File: config.mk
export PLATFORM = sky130hd
export DESIGN_NAME = pifo_task_arbiter
export DESIGN_NICKNAME = d
export VERILOG_FILES = /design/src/rtl/pifo_task_arbiter.sv
export SDC_FILE = /design/constraint.sdc
export NUM_CORES = 1
export LEC_CHECK = 0
export BUFFER_PORTS_ARGS = -buffer_cell sky130_fd_sc_hd__buf_2
export CAP_MARGIN = 20
export CORE_MARGIN = 2
export CORE_UTILIZATION = 45
export CTS_CLUSTER_SIZE = 8
export DETAILED_ROUTE_END_ITERATION = 16
export GPL_ROUTABILITY_DRIVEN = 1
export HOLD_SLACK_MARGIN = 0.06
export PLACE_DENSITY = 0.66
export SKIP_LAST_GASP = 1
export SLEW_MARGIN = 20
export SYNTH_ARGS = -nofsm -noshare
export SYNTH_HDL_FRONTEND = slang
export SYNTH_SLANG_ARGS = --single-unit
File: constraint.sdc
create_clock -name i_clk -period 4.7 [get_ports i_clk]
set_input_delay 1.41 -clock i_clk [delete_from_list [all_inputs] [get_ports i_clk]]
set_output_delay 1.41 -clock i_clk [all_outputs]
set_load 0.05 [all_outputs]
File: src/rtl/pifo_task_arbiter.sv
`default_nettype none
// ============================================================================
// Module   : pifo_task_arbiter
// Purpose  : Multi-port request front-end for the SRAM-based vPIFO core.
//            Each port queues push/pop requests in a private task FIFO. A
//            tree-aware round-robin arbiter issues one command per cycle to
//            the core. Pop results are routed back to the issuing port.
// Revision : 1.0 - initial release
// ----------------------------------------------------------------------------
// Ports
//   i_clk, i_arst_n        clock, asynchronous active-low reset
//   i_push/i_pop           per-port request strobes
//   i_tree_id/i_push_data  per-port target tree and push payload
//   o_task_fifo_full       per-port FIFO full flag
//   o_cmd_*, i_cmd_ready   command handshake towards the PIFO core
//   i_busy_tree            per-tree busy mask from the core
//   i_rsp_*                pop result from the core (tagged with port)
//   o_pop_valid/o_pop_data per-port pop result, registered
//   o_drop_cnt             per-port saturating drop counters
// Build option
//   PIFO_ARB_DROP_CNT_EN   when defined, builds the drop counters;
//                          otherwise o_drop_cnt is tied to zero
// ============================================================================
module pifo_task_arbiter #(
    parameter int NPORT = 4,
    parameter int NTREE = 4,
    parameter int PTW   = 8,
    parameter int DEPTH = 4,
    parameter int CNTW  = 16,
    localparam int TIDW = $clog2(NTREE),
    localparam int PW   = $clog2(NPORT)
) (
    input  logic                  i_clk,
    input  logic                  i_arst_n,
    input  logic [NPORT-1:0]      i_push,
    input  logic [NPORT-1:0]      i_pop,
    input  logic [NPORT*TIDW-1:0] i_tree_id,
    input  logic [NPORT*PTW-1:0]  i_push_data,
    output logic [NPORT-1:0]      o_task_fifo_full,
    output logic                  o_cmd_valid,
    input  logic                  i_cmd_ready,
    output logic                  o_cmd_push,
    output logic                  o_cmd_pop,
    output logic [TIDW-1:0]       o_cmd_tree,
    output logic [PTW-1:0]        o_cmd_data,
    output logic [PW-1:0]         o_cmd_tag,
    input  logic [NTREE-1:0]      i_busy_tree,
    input  logic                  i_rsp_valid,
    input  logic [PW-1:0]         i_rsp_tag,
    input  logic [PTW-1:0]        i_rsp_data,
    output logic [NPORT-1:0]      o_pop_valid,
    output logic [NPORT*PTW-1:0]  o_pop_data,
    output logic [NPORT*CNTW-1:0] o_drop_cnt
);

    localparam int          AW       = $clog2(DEPTH);
    localparam logic [AW:0] FULL_CNT = (AW+1)'(DEPTH);

    typedef struct packed {
        logic            push;
        logic            pop;
        logic [TIDW-1:0] tree;
        logic [PTW-1:0]  data;
    } entry_t;

    logic [NPORT-1:0]     w_req, w_wr, w_full, w_elig, w_deq;
    entry_t [NPORT-1:0]   w_head;
    entry_t               w_gnt_head;
    logic [PW-1:0]        rr_ptr_q, rr_ptr_d, w_grant;
    logic                 w_found, w_issue;
    logic [NPORT-1:0]     pop_valid_q;
    logic [NPORT*PTW-1:0] pop_data_q;

    // ------------------------------------------------------------------
    // Per-port task FIFOs
    // ------------------------------------------------------------------
    for (genvar p = 0; p < NPORT; p++) begin : g_port
        entry_t        mem_q [DEPTH];
        logic [AW-1:0] wr_ptr_q, rd_ptr_q;
        logic [AW:0]   cnt_q, cnt_d;
        entry_t        w_new;

        assign w_req[p]  = i_push[p] | i_pop[p];
        // Full is judged on the registered count only, so a request arriving
        // while full is dropped even if this port dequeues in the same cycle.
        assign w_full[p] = (cnt_q == FULL_CNT);
        assign w_wr[p]   = w_req[p] & ~w_full[p];
        assign w_deq[p]  = w_issue & (w_grant == PW'(p));
        assign w_head[p] = mem_q[rd_ptr_q];
        assign w_elig[p] = (cnt_q != '0) & ~i_busy_tree[w_head[p].tree];

        always_comb begin
            w_new.push = i_push[p];
            w_new.pop  = i_pop[p];
            w_new.tree = i_tree_id[p*TIDW +: TIDW];
            // Pop-only entries carry no payload.
            w_new.data = i_push[p] ? i_push_data[p*PTW +: PTW] : '0;
        end

        always_comb begin
            cnt_d = cnt_q;
            if (w_wr[p] & ~w_deq[p]) begin
                cnt_d = cnt_q + (AW+1)'(1);
            end else if (~w_wr[p] & w_deq[p]) begin
                cnt_d = cnt_q - (AW+1)'(1);
            end
        end

        always_ff @(posedge i_clk or negedge i_arst_n) begin
            if (!i_arst_n) begin
                wr_ptr_q <= '0;
                rd_ptr_q <= '0;
                cnt_q    <= '0;
            end else begin
                if (w_wr[p]) begin
                    wr_ptr_q <= wr_ptr_q + AW'(1);
                end
                if (w_deq[p]) begin
                    rd_ptr_q <= rd_ptr_q + AW'(1);
                end
                cnt_q <= cnt_d;
            end
        end

        // Storage needs no reset: an entry is only read once counted.
        always_ff @(posedge i_clk) begin
            if (w_wr[p]) begin
                mem_q[wr_ptr_q] <= w_new;
            end
        end
    end

    // ------------------------------------------------------------------
    // Round-robin arbitration over eligible heads, starting at rr_ptr
    // ------------------------------------------------------------------
    always_comb begin : p_arb
        logic [PW-1:0] idx;
        w_found = 1'b0;
        w_grant = '0;
        idx     = '0;
        for (int i = 0; i < NPORT; i++) begin
            idx = PW'((int'(rr_ptr_q) + i) % NPORT);
            if (!w_found && w_elig[idx]) begin
                w_found = 1'b1;
                w_grant = idx;
            end
        end
    end

    assign w_issue    = w_found & i_cmd_ready;
    assign w_gnt_head = w_head[w_grant];

    always_comb begin
        rr_ptr_d = rr_ptr_q;
        if (w_issue) begin
            rr_ptr_d = (w_grant == PW'(NPORT-1)) ? '0 : w_grant + PW'(1);
        end
    end

    // Command fields are forced to zero while nothing is offered so stale
    // FIFO contents never appear on the core interface.
    assign o_cmd_valid = w_found;
    assign o_cmd_push  = w_found & w_gnt_head.push;
    assign o_cmd_pop   = w_found & w_gnt_head.pop;
    assign o_cmd_tree  = w_found ? w_gnt_head.tree : '0;
    assign o_cmd_data  = w_found ? w_gnt_head.data : '0;
    assign o_cmd_tag   = w_found ? w_grant : '0;

    assign o_task_fifo_full = w_full;

    // ------------------------------------------------------------------
    // Arbiter pointer and response routing
    // ------------------------------------------------------------------
    always_ff @(posedge i_clk or negedge i_arst_n) begin
        if (!i_arst_n) begin
            rr_ptr_q    <= '0;
            pop_valid_q <= '0;
            pop_data_q  <= '0;
        end else begin
            rr_ptr_q    <= rr_ptr_d;
            pop_valid_q <= '0;
            if (i_rsp_valid) begin
                pop_valid_q[i_rsp_tag]                   <= 1'b1;
                pop_data_q[int'(i_rsp_tag)*PTW +: PTW]   <= i_rsp_data;
            end
        end
    end

    assign o_pop_valid = pop_valid_q;
    assign o_pop_data  = pop_data_q;

    // ------------------------------------------------------------------
    // Optional saturating drop counters
    // ------------------------------------------------------------------
`ifdef PIFO_ARB_DROP_CNT_EN
    logic [NPORT*CNTW-1:0] drop_cnt_q;

    always_ff @(posedge i_clk or negedge i_arst_n) begin
        if (!i_arst_n) begin
            drop_cnt_q <= '0;
        end else begin
            for (int p = 0; p < NPORT; p++) begin
                if (w_req[p] & w_full[p] & ~(&drop_cnt_q[p*CNTW +: CNTW])) begin
                    drop_cnt_q[p*CNTW +: CNTW] <= drop_cnt_q[p*CNTW +: CNTW] + CNTW'(1);
                end
            end
        end
    end

    assign o_drop_cnt = drop_cnt_q;
`else
    assign o_drop_cnt = '0;
`endif

endmodule
`default_nettype wire
==> run metrics <==
Least-Margin Pin Slew 708.6 ps; Post-Synth Simple-Gate Area 0.05537; Mapped Cells 673; number of synthesized flops with an enable pin 192; total wire length 24,020 um; largest net degree at the start of global routing 40; Clock transition at path regs 50 ps; nets@finish 948; initial antenna violation count 1; proportion of layout cells with a drive suffix above 1 0.3375; vias per cell 5.055; final hold viol count 0; FMAX 0.2134 GHz; top_reg_cell synth edfxtp_1; first-pass GRT wire length 36,640 um; TritonRoute pass-1 iters 5; status finished clean; Final Cycle Share 0.9968; Layout area overhead 20.50%; DIE AREA 0.02670 sq mm; worst min path class reg2reg; Clock Tree Buf Depth 3; cell area after synthesis 0.01143 sq mm; crit path capture type output port; max-cap violations 0; Root Buffer clkbuf_16; Yosys reg bits 258; CTS buffer count 38; crit path launch type register; RSZ-0062 raised after global routing yes; Synth top area share 0.5043; core area 0.02504 sq mm; fin util 0.5503; RD Place Congestion 0.7280; final setup violation count 0; critical path arrival 3280 ps; Die W 163.4 um; initial DRC count 391; commonest cells after routing, fill and taps aside edfxtp_1 (192), buf_2 (108), conb_1 (64); die height 163.4 um; average cell area after synthesis 16.99 sq um; Row Count 58; area share of xor/xnor cells in the synthesized design 0.01838; skew final 20.59 ps; dpl cell area 0.01229 sq mm; critical path data required time 3290 ps; Final Max Slew Viols 0; Synth Area in Adders 0.03874; mux cell area share after synthesis 0.1292; post-route ant nets 0; Critical Path Fanout Max 6; met2 Use GR 0.2957; cell taking the most area after synthesis edfxtp_1; worst skew pair latency 520 ps; vias in the first global route 6,187; Seq/Total Area, Yosys 0.6487; most common cell after layout, fill and taps aside edfxtp_1; final instance area 0.01378 sq mm; DR WL/cell 19.89 um; Vias 6,106; met3 usage 0.03784; busiest grt layer met2; Detailed Place HPWL 16,240 um; asr flop ratio synth 0.2558; fin crit period 4685 ps; All-Layer GR Usage 0.1842; # DRC 0; effective utilization at floorplan 0.4567; largest family of logic cells by synthesized area multiplexers; CTS Hold Buffers Added 0; CTS tree done; Yosys warnings 0; global route overflow 0; Slew headroom 0.5276; Synth cell types 42; CTS H-tree lvls 2; top post-synthesis cells by area edfxtp_1 (50%), dfrtp_1 (14%), mux4_2 (9.3%); GR Util met1 0.2540; IO buf count 120; Sink Count 258; # IOs 185; Setup CP Type reg2out; complex-gate fraction of the synthesized area 0.04662
-- per-stage QoR --
step / instances / hold WS (ps) / setup TNS (ps) / setup slack [ps]
2_1_floorplan: 736 / 456.0 / -3.727 / -1.579
3_3_place_gp: 1122 / 478.3 / 0 / 74.61
3_5_place_dp: 1122 / 477.0 / 0 / 28.75
4_1_cts: 1200 / 486.1 / 0 / 2.966
5_1_grt: 1207 / 502.6 / -999.0 / -108.0
6_report: 1208 / 486.5 / 0 / 14.87
-- area by class of cell --
cell class / count / area [sq um]
Fill cell: 2001 / 11260
Sequential cell: 258 / 7422
Multi-Input combinational cell: 373 / 3719
Clock buffer: 65 / 1074
Timing Repair Buffer: 156 / 1028
Tap cell: 330 / 412.9
Inverter: 22 / 82.58
Clock inverter: 3 / 36.28
Antenna cell: 1 / 2.502
-- state kept, by name, summed over array words and instances, names as in the netlist --
| name | count |
|---|---|
| g_port.mem_q | 192 |
| o_pop_data | 32 |
| g_port.cnt_q | 12 |
| g_port.rd_ptr_q | 8 |
| g_port.wr_ptr_q | 8 |
| o_pop_valid | 4 |
| rr_ptr_q | 2 |
-- worst paths after layout --
path / start / end / slack, ps / cells after the start
max: g_port[3].rd_ptr_q[0] / o_cmd_pop / 10 / 10
min: g_port[2].cnt_q[2] / g_port[2].cnt_q[2] / 490 / 1
max reg2reg: g_port[3].rd_ptr_q[0] / g_port[0].cnt_q[2] / 890 / 16
min reg2reg: g_port[2].cnt_q[2] / g_port[2].cnt_q[2] / 490 / 1
max in group asynchronous: i_arst_n / g_port[3].rd_ptr_q[0] / 3070 / 2
min in group asynchronous: i_arst_n / o_pop_data[30] / 960 / 1
-- routing by layer --
layer | vias to the layer above | part of all wire
met5 | - | 0
met2 | 232 | 0.49
li1 | 2778 | -
met4 | 0 | 0.021
met3 | 35 | 0.075
met1 | 3061 | 0.42
-- worst max-delay path: stages (launching register included) --
cell and delay, ps:
dfrtp_2 390, mux4_2 580, mux2_4 340, o2bb2ai_4 280
o21bai_4 100, o22ai_4 240, buf_4 170, buf_12 140
mux2i_1 210, o22ai_1 100, buf_4 200
-- cell families after synthesis --
logic type               count (synthesis)
other                                    1
XOR/XNOR                                24
multiplexers                            86
flip-flops                             258
buffers and inverters                  105
adder cells (fa/ha/maj)                 33
AO/OA/AOI/OAI                           62
AND/OR/NAND/NOR                        104
-- Yosys cell counts (3+ instances only) --
cell type,number
nand2b_1,4
and2_1,50
nor2_1,17
mux4_2,47
nand3_2,4
nor4_1,3
o21ai_0,4
o22ai_1,13
nand2_1,9
xor2_1,8
fa_1,4
inv_1,22
mux2i_1,31
a21oi_1,3
clkbuf_1,5
buf_6,5
mux2_2,6
nor3b_1,4
xnor2_1,16
nor3_1,4
nand2_4,4
dfrtp_1,66
buf_2,6
ha_1,29
buf_4,65
edfxtp_1,192
a22o_1,33
-- repair_timing --
action	4_1_cts	5_1_grt
resized for setup	16	40
gates cloned	2	1
endpoints found under the setup margin	12	12
pin swaps	1	5
buffers inserted	8	8
Power is not shown: default switching activity piles up to over one toggle a cycle in this logic, so the estimate is an artifact.
